## src/rtl/vector_writeback.sv

```systemverilog
// Vector writeback serialiser: drains up to LANES captured elements into the
// register file's single scalar write port, yielding to scalar writeback on hold.
module vector_writeback #(
    parameter int LANES = 5,
    parameter int DW    = 32,
    parameter int AW    = 4
) (
    input  logic                clk,
    input  logic                reset,
    input  logic                start,
    input  logic [AW-1:0]       base_wa,
    input  logic [3:0]          count,
    input  logic [LANES*DW-1:0] vdata,
    input  logic                hold,
    output logic                ready,
    output logic                busy,
    output logic                we3,
    output logic [AW-1:0]       wa3,
    output logic [DW-1:0]       wd3,
    output logic                done,
    output logic                err
);

    typedef enum logic [1:0] {
        IDLE  = 2'd0,
        WRITE = 2'd1,
        DONE  = 2'd2
    } state_t;

    // r15 is the PC; vector lanes landing there are dropped and flagged.
    localparam logic [AW-1:0] PC_ADDR = '1;
    localparam logic [3:0]    LANES_C = 4'(LANES);

    state_t               state_reg, state_next;
    logic [3:0]           k_reg, k_next;
    logic [3:0]           n_reg, n_next;
    logic [AW-1:0]        base_reg, base_next;
    logic [LANES*DW-1:0]  data_reg, data_next;
    logic                 err_reg, err_next;

    logic [DW-1:0]        lane_data [LANES];
    logic [DW-1:0]        lane_sel;
    logic [AW-1:0]        addr;
    logic [3:0]           n_clamp;
    logic                 in_write;
    logic                 last_lane;
    logic                 to_pc;

    generate
        for (genvar gi = 0; gi < LANES; gi++) begin : g_lane
            assign lane_data[gi] = data_reg[gi*DW +: DW];
        end
    endgenerate

    always_comb begin
        lane_sel = '0;
        for (int i = 0; i < LANES; i++) begin
            if (k_reg == 4'(i)) begin
                lane_sel = lane_data[i];
            end
        end
    end

    // Destination wraps modulo the register file size.
    assign addr      = base_reg + AW'(k_reg);
    assign n_clamp   = (count > LANES_C) ? LANES_C : count;
    assign in_write  = (state_reg == WRITE);
    assign last_lane = (k_reg == (n_reg - 4'd1));
    assign to_pc     = (addr == PC_ADDR);

    always_ff @(posedge clk or negedge reset) begin
        if (!reset) begin
            state_reg <= IDLE;
            k_reg     <= '0;
            n_reg     <= '0;
            base_reg  <= '0;
            data_reg  <= '0;
            err_reg   <= 1'b0;
        end else begin
            state_reg <= state_next;
            k_reg     <= k_next;
            n_reg     <= n_next;
            base_reg  <= base_next;
            data_reg  <= data_next;
            err_reg   <= err_next;
        end
    end

    always_comb begin
        state_next = state_reg;
        k_next     = k_reg;
        n_next     = n_reg;
        base_next  = base_reg;
        data_next  = data_reg;
        err_next   = err_reg;

        case (state_reg)
            IDLE, DONE: begin
                if (start) begin
                    data_next  = vdata;
                    base_next  = base_wa;
                    n_next     = n_clamp;
                    k_next     = '0;
                    err_next   = 1'b0;
                    state_next = (n_clamp != 4'd0) ? WRITE : DONE;
                end else begin
                    state_next = IDLE;
                end
            end
            WRITE: begin
                // A PC-targeted lane still consumes its slot so later lanes keep their addresses.
                if (!hold) begin
                    k_next = k_reg + 4'd1;
                    if (to_pc) begin
                        err_next = 1'b1;
                    end
                    if (last_lane) begin
                        state_next = DONE;
                    end
                end
            end
            default: begin
                state_next = IDLE;
            end
        endcase
    end

    assign ready = (state_reg == IDLE) || (state_reg == DONE);
    assign busy  = in_write;
    assign we3   = in_write && !hold && !to_pc;
    assign wa3   = (in_write && !hold) ? addr : '0;
    assign wd3   = (in_write && !hold) ? lane_sel : '0;
    assign done  = (state_reg == DONE);
    assign err   = (state_reg == DONE) && err_reg;

endmodule

```

## config.mk

```make
export PLATFORM = sky130hd
export DESIGN_NAME = vector_writeback
export DESIGN_NICKNAME = d
export VERILOG_FILES = /design/src/rtl/vector_writeback.sv
export SDC_FILE = /design/constraint.sdc
export NUM_CORES = 1
export LEC_CHECK = 0
export CAP_MARGIN = 20
export CORE_UTILIZATION = 44
export CTS_CLUSTER_SIZE = 40
export DETAILED_ROUTE_END_ITERATION = 10
export PLACE_DENSITY = 0.83
export SYNTH_ARGS = -nofsm -noshare
export SYNTH_HDL_FRONTEND = slang
export SYNTH_SLANG_ARGS = --single-unit
```

## constraint.sdc

```tcl
create_clock -name clk -period 1.9 [get_ports clk]
set_input_delay 0.38 -clock clk [delete_from_list [all_inputs] [get_ports clk]]
set_output_delay 0.38 -clock clk [all_outputs]
set_load 0.01 [all_outputs]
```

Word level (Yosys, flattened, before mapping) --
Cells that the tools add are included.
Operators by class: muxes and demuxes 20, order comparisons 1, equal/unequal tests 12, reductions and logical operators 15, $add $sub $neg 3
Operators by type and width (number):
- $mux 32 | 6
- $mux 4 | 4
- $eq 4x2->1 const B | 2
- $mux 2 | 4
- $pmux 4 s2 | 1
- $add 4x1->4 const B | 1
- $add 4x4->4 | 1
- $eq 4x1->1 const B | 1
- $eq 4x3->1 const B | 1
- $eq 4x4->1 | 1
- $eq 4x4->1 const B | 1
- $gt 4x3->1 const B | 1
- $logic_not 4->1 | 1
- $ne 2x1->1 const B | 2
- $ne 2x2->1 const B | 2
- $pmux 2 s2 | 1
- $reduce_and 2->1 | 2
- $reduce_and 4->1 | 1
- $reduce_bool 4->1 | 1
- $sub 4x1->4 const B | 1
- $logic_and 1x1->1 | 3
- $mux 1 | 3
- $reduce_and 3->1 | 1
- $eq 2x1->1 const B | 1
- 7 further kinds | 8
Storage, ports and cells: register bits after elaboration 175, bits of input ports 172

Logic depth before layout (Yosys ltp) --
Gate-level depths: netlist of the first run.
depth in word-level cells 7, mapped depth 8

Least setup slack after synthesis of the first run --
No wires, ideal clock.
kind flip-flop to output port, from reg k_reg[1], to out wd3[29], cell stages (with the launch flop) 9, data arrival time 1798 ps, slack -278 ps, path through dfrtp_1 > inv_1 > ha_1 > clkbuf_1 > nor2b_1 > clkbuf_1 > clkbuf_1 > a221oi_1 > o21ai_0
On the way: longest elaborated chain between the ends 7, elaborated cells on any way between the ends 11, classes of those cells eq/ne (4); mux (6); reduce/logical (1)
RTL lines:
- start: declaration | RTL line 35 | logic [3:0] k_reg, k_next;
- start signal: assignment | RTL line 81 | k_reg <= k_next;
- $logic_not 4->1 | RTL line 58 | if (k_reg == 4'(i)) begin
- $mux 32 (4 in series) | RTL line 58
- $mux 32 * | RTL line 58
- $mux 32 * | RTL line 132 | assign wd3 = (in_write && !hold) ? lane_sel : '0;
- end: declaration | RTL line 19 | output logic [DW-1:0] wd3,
Every way passes the cells marked *; elsewhere a longest branch is shown, timed or not.

Worst setup path after layout of the first run --
from reg state_reg[0], to out wd3[11]
On the way: longest elaborated chain between the ends 3
RTL lines:
- start: declaration | RTL line 34 | state_t state_reg, state_next;
- start signal: assignment | RTL line 80 | state_reg <= state_next;
- $eq 2x1->1 | RTL line 67 | assign in_write = (state_reg == WRITE);
- $logic_and 1x1->1 | RTL line 132
- $mux 32 | RTL line 132
No other way between the ends.

==> flow_summary.json, run 1 <==
{
  "placed_area_mm2": 0.0106,
  "timing_worst_setup_path_type": "reg2out",
  "vdd_ir_drop_max_v": 0.00109,
  "hp-class": "in2async",
  "row_count": 48,
  "worst_pin_slew_ns": 0.441,
  "grtUsageTotal_pct": 26.9,
  "cts_buffers": 17,
  "crit_fanout": 5,
  "crit_family": "simple AND/OR/NAND/NOR gates",
  "drtIter0Drc": 560,
  "tritoncts": "done",
  "wire_per_inst_um": 17.8,
  "h-tree-depth": 4,
  "skew_ns": 0.00890,
  "cp-end-kind": "output port",
  "clock_latency_ns": 0.43,
  "critPathSlowestCell": "or3b_4",
  "maxSlewHeadroom_pct": 70.3,
  "cpMostUsedCell": "buf_12",
  "holdWs_ns": 0.422,
  "cts-root-buf": "clkbuf_16",
  "required_ns": 1.52,
  "crit_buf_inv": 3,
  "largest_reg_flops": 160,
  "slew_viol_final": 0,
  "max_cap_violations": 0,
  "diodes": 0,
  "period_share_pct": 137,
  "netlist_instances": 936,
  "critPathLaunchType": "flop",
  "grt_pass1_vias": 7519,
  "die_y_um": 136,
  "dr_total_vias": 7527,
  "grt-ovfl-total": 0,
  "power_leakage_uw": 0.00572,
  "seq_area_frac_synth_pct": 55.2,
  "async_reset_ff_share_pct": 100,
  "fin_ws_ns": -0.696,
  "gp_congestion": 0.868,
  "multiInputGateArea_mm2": 0.00383,
  "yosys_most_used_dff": "dfrtp_1",
  "fmax_ghz": 0.385,
  "synth.distinct_cells": 43,
  "synth_warnings": 0,
  "finalHoldViolCount": 0,
  "drtPass1Iterations": 5,
  "regArea_mm2": 0.00438,
  "cts.sinks": 175,
  "antenna_left": 0,
  "clkTransAtPathRegs_ns": 0.07,
  "pre_cts_ws_ns": -1.11,
  "syn_nets": 1117,
  "start_util_pct": 45.4,
  "grt_antenna_before_repair": 0,
  "final-setup-viol-count": 36,
  "synth_area_per_cell_um2": 8.48,
  "clk_path_buf_depth": 2,
  "via_per_inst": 5.35,
  "core_area_mm2": 0.0175,
  "drive_gt1_share_pct": 19.7,
  "min_period_ns": 2.60,
  "arrival_ns": 2.22,
  "failed_checks": "setup timing",
  "drc": 0,
  "nets": 1350,
  "die_x_um": 136,
  "wirelength_um": 25100,
  "p_per_area_mw_per_mm2": 1570,
  "grt_max_degree": 87,
  "crit_chain": "or3b_4 -> nor3_4 -> buf_12 -> buf_12 -> o221ai_1 -> o21ai_1 -> buf_2",
  "die_area_mm2": 0.0186,
  "final_area_mm2": 0.0119,
  "hpwl_um": 15500,
  "syn_area_mm2": 0.00794,
  "fill_cells": 1280,
  "rsz0062_at_grt": "true",
  "area_growth_pct": 49.7,
  "cp_slowest_stage_delay_ns": 0.44,
  "grt_pass1_wl_um": 38000,
  "synth-edff-count": 0,
  "status": "complete, but fails checks",
  "ios": 213,
  "synth-seq-cells": 175,
  "portBuffers": 212
}
-- power breakdown --
group / internal [uW] / leakage [uW] / switching (uW)
logic: 3800 / 0.00325 / 4550
clock network: 2050 / 0.000297 / 1510
registers: 5470 / 0.00217 / 1330
total: 11300 / 0.00572 / 7380
-- Yosys cell counts (all sizes together) (2+ instances only) --
| cell type | count | share of area [%] |
|---|---|---|
| ha | 8 | 1.3 |
| and2 | 3 | 0.24 |
| nor2 | 5 | 0.24 |
| nor4 | 2 | 0.16 |
| clkbuf | 47 | 2.6 |
| o221ai | 30 | 3.3 |
| o21ai | 34 | 2.1 |
| inv | 8 | 0.38 |
| xor2 | 4 | 0.44 |
| xnor2 | 5 | 0.55 |
| or3b | 2 | 0.22 |
| mux2i | 2 | 0.25 |
| buf | 17 | 1.3 |
| a21oi | 6 | 0.38 |
| dfrtp | 175 | 55 |
| nor3 | 7 | 0.73 |
| nand2 | 529 | 25 |
| a221oi | 31 | 3.4 |
| and2b | 2 | 0.21 |
| a2111oi | 2 | 0.22 |
| nand3 | 2 | 0.13 |
| nor2b | 2 | 0.16 |
-- cells by family after synthesis --
logic type / synth area share, %
buf+inv: 4.30
simple gates: 27.5
mux: 0.252
fa+ha+maj: 1.51
xor+xnor: 0.993
compound gates: 10.2
flops: 55.2
-- through the flow --
| step | util [%] | std cells | power (uW) | TNS, ns |
|---|---|---|---|---|
| after floorplan | - | 936 | 10400 | -2.09 |
| after global placement | 60.7 | 1359 | 13300 | -34.72 |
| after detailed placement | 60.7 | 1359 | 13500 | -36.33 |
| after CTS | 66.6 | 1402 | 17900 | -21.88 |
| after global routing | 67.9 | 1407 | 19800 | -25.63 |
| final | 67.9 | 1407 | 18700 | -23.08 |
-- worst paths after layout --
kind / slack [ns] / to / from / cells past startpoint
max in group asynchronous: 0.90 / data_reg[23] / reset / 3
max reg2reg: 0.12 / err_reg / k_reg[0] / 6
min in group clk: 0.47 / data_reg[154] / vdata[154] / 3
min: 0.42 / data_reg[134] / reset / 2
min reg2reg: 0.48 / data_reg[95] / data_reg[95] / 2
max: -0.70 / wd3[11] / state_reg[0] / 7
-- placed cells by master (no fill, tap or decap), types with 5 or more instances in the layout --
master           synthesis  routed
dfrtp_1                175     173
buf_4                    0      36
o21ai_1                 30      28
nand2_2                  0      11
buf_6                    4      10
nand2_1                529     515
a221oi_2                 0      15
buf_2                    8      35
a221oi_4                 0       8
buf_12                   0      18
ha_4                     0       5
o221ai_2                 0      20
a221oi_1                31       8
clkbuf_16                0      19
o221ai_1                30       9
clkdlybuf4s50_1          0     169
-- cell type report --
class	count	share of cell area (%)
Timing Repair Buffer	278	23.2
Sequential cell	175	36.9
Inverter	8	0.295
Tap cell	225	2.37
Multi-Input combinational cell	689	32.2
Clock buffer	20	3.93
Clock inverter	12	1.11
-- layer usage --
metal / global-route usage [%] / vias up / routed length [um]
met5: 0 / - / 0
met4: 9.63 / 0 / 635
met3: 7.38 / 51 / 2030
met2: 44.7 / 313 / 12400
met1: 33.5 / 3654 / 10000
li1: - / 3509 / -
-- worst register-to-register path, cell delays in order, from the launching register on --
cell     delay (ns)
dfrtp_2        0.46
ha_4           0.17
inv_2          0.03
fa_2           0.57
nor3b_2        0.07
buf_4          0.13
a32o_1         0.24
-- repair_timing --
action                                  4_1_cts  5_1_grt
setup buffers                                 8        5
hold endpoints to repair                     30        0
endpoints found under the setup margin       41       41
cloned                                        3        3
resized for setup                           253       41
hold buffers                                  1        0
pin swaps                                    23       39
Note: power is estimated with default switching activity, not from simulation.
==> inputs of run 2 (changes only) <==
--- a/config.mk
+++ b/config.mk
@@ -10,6 +10,7 @@
 export CTS_CLUSTER_SIZE = 40
 export DETAILED_ROUTE_END_ITERATION = 10
 export PLACE_DENSITY = 0.83
+export REMOVE_ABC_BUFFERS = 1
 export SYNTH_ARGS = -nofsm -noshare
 export SYNTH_HDL_FRONTEND = slang
 export SYNTH_SLANG_ARGS = --single-unit
==> run 2 against run 1 <==
Against the previous run:
- the flow still finishes with violations (setup timing)
- clock skew rose by 0.0020 ns
- clock-buffer cell count is 2 lower
- routed wire length grew 5.9%
- first-iteration DRC count decreased by 13%
- worst hold slack got worse by 0.014 ns
- fmax is 1.8% lower
- core utilization up 3.7 points
- critical path depth up 1
- critical path type unchanged
- highest routed layer unchanged
==> flow_summary.json, run 2 (synthesis gave the netlist of run 1 again) <==
{
  "status": "complete, but fails checks",
  "row_count": 48,
  "drc": 0,
  "rrSetupSlack_ns": -0.13,
  "layout_common_cells": "nand2_1 (520), dfrtp_1 (173), clkdlybuf4s50_1 (169)",
  "dr_total_vias": 7758,
  "nets": 1369,
  "grt_pass1_wl_um": 39900,
  "grt-ovfl-total": 0,
  "fmax_ghz": 0.378,
  "cts.sinks": 175,
  "crit_chain": "buf_6 -> ha_4 -> or3b_4 -> buf_12 -> buf_12 -> o221ai_4 -> o21ai_2 -> buf_2",
  "vdd_ir_drop_max_v": 0.000788,
  "max_cap_violations": 0,
  "portBuffers": 212,
  "grtUsageTotal_pct": 28.4,
  "cp-end-kind": "output port",
  "largest_reg_flops": 160,
  "min_period_ns": 2.64,
  "wire_per_inst_um": 18.6,
  "cpMostUsedCell": "buf_12",
  "cp_slowest_stage_delay_ns": 0.45,
  "ios": 213,
  "tritoncts": "done",
  "fin_ws_ns": -0.744,
  "drtIter0Drc": 490,
  "arrival_ns": 2.26,
  "wirelength_um": 26600,
  "critPathLaunchType": "flop",
  "maxSlewHeadroom_pct": 61.3,
  "layout_commonest_cell": "nand2_1",
  "critPathSlowestCell": "or3b_4",
  "rsz0062_at_grt": "true",
  "dp_cells": 1368,
  "core_area_mm2": 0.0175,
  "antenna_left": 0,
  "finalNonFillerCells": 1427,
  "crit_fanout": 8,
  "final-setup-viol-count": 38,
  "power_leakage_uw": 0.00592,
  "required_ns": 1.52,
  "hpwl_um": 15400,
  "clkTransAtPathRegs_ns": 0.07,
  "drive_gt1_share_pct": 22.6,
  "area_growth_pct": 57.8,
  "failed_checks": "setup timing",
  "die_x_um": 136,
  "worst_pin_slew_ns": 0.566,
  "p_per_area_mw_per_mm2": 1620,
  "hp-class": "in2async",
  "setup_tns_ns": -24.88,
  "grt_pass1_vias": 7937,
  "die_y_um": 136,
  "timing_worst_setup_path_type": "reg2out",
  "die_area_mm2": 0.0186,
  "period_share_pct": 139,
  "gp_congestion": 0.798,
  "cts-root-buf": "clkbuf_16",
  "clock_latency_ns": 0.43,
  "pre_cts_ws_ns": -1.13,
  "drtPass1Iterations": 7,
  "h-tree-depth": 4,
  "grt_antenna_before_repair": 1,
  "holdWs_ns": 0.409,
  "cts_buffers": 17,
  "finalHoldViolCount": 0,
  "start_util_pct": 45.4,
  "skew_ns": 0.0109,
  "clk_path_buf_depth": 2,
  "grt_max_degree": 88,
  "via_per_inst": 5.44,
  "slew_viol_final": 0
}
run 2: changes by cell type in the layout (fill, tap and decap cells not counted), sizes merged:
cell | previous run | this run
clkbuf | 23 | 19
buf | 102 | 122
clkinvlp | 1 | 4
diode | 0 | 1
clkdlybuf4s15 | 2 | 0
bufbuf | 0 | 1
dlygate4sd2 | 1 | 3
clkinv | 6 | 3
inv | 11 | 13
run 2: worst paths after layout:
path / start / endpoint / cells past startpoint
setup reg to reg: k_reg[0] / err_reg / 10
setup / recovery: k_reg[1] / wd3[13] / 8
min in group clk: vdata[158] / data_reg[158] / 3
hold reg to reg: data_reg[147] / data_reg[147] / 2
max in group asynchronous: reset / data_reg[11] / 4
hold / removal: reset / data_reg[74] / 2
run 2: power by group:
group / leakage (uW) / switching [uW] / total (uW) / internal, uW
sequential: 0.00217 / 1510 / 6980 / 5470
combinational: 0.00347 / 5090 / 9750 / 4650
clock: 0.000280 / 1570 / 3560 / 1990
run 2: critical path: cells and delay by family, from the launching register on:
kind,cells,cell delay (ns)
and+or+nand+nor,1,0.45
adders and majority gates,1,0.17
DFF,1,0.37
buffers and inverters,4,0.59
AOI/OAI and AO/OA,2,0.25
run 2: repair_timing:
action	in CTS	in global routing
resized for setup	298	57
hold buffers	1	0
cloned	8	0
buffers inserted	17	5
endpoints found under the setup margin	42	40
pin swaps	71	42
hold endpoints to repair	28	0
run 2: cell type report:
class,count,area (um2)
multi-input combinational,689,4170
antenna,1,2.50
sequential,175,4380
tap,225,282
inverter,8,37.5
fill,1240,4960
timing repair buffer,297,3060
clock inverter,14,153
clock buffer,18,439
run 2: metrics by stage:
step           power [uW]  area (um2)  util [%]
6_report            20300       12500      71.6
5_1_grt             21400       12500      71.6
4_1_cts             19100       12200      69.6
3_5_place_dp        13500       10700      61.1
3_3_place_gp        13200       10700      61.1
2_1_floorplan       10100        7620         -
run 2: layer usage:
layer | share of wire [%] | global-route usage, % | wire length [um]
met2 | 52 | 48.8 | 13700
met5 | 0 | 0 | 0
met4 | 2.1 | 11.0 | 567
met1 | 39 | 35.3 | 10500
met3 | 6.8 | 5.41 | 1810
==> inputs of run 3 (changes only) <==
--- a/config.mk
+++ b/config.mk
@@ -10,7 +10,6 @@
 export CTS_CLUSTER_SIZE = 40
 export DETAILED_ROUTE_END_ITERATION = 10
 export PLACE_DENSITY = 0.83
-export REMOVE_ABC_BUFFERS = 1
 export SYNTH_ARGS = -nofsm -noshare
 export SYNTH_HDL_FRONTEND = slang
 export SYNTH_SLANG_ARGS = --single-unit
==> results of run 3 <==
The final DEF is identical to that of run 1; final timing and power are the same.
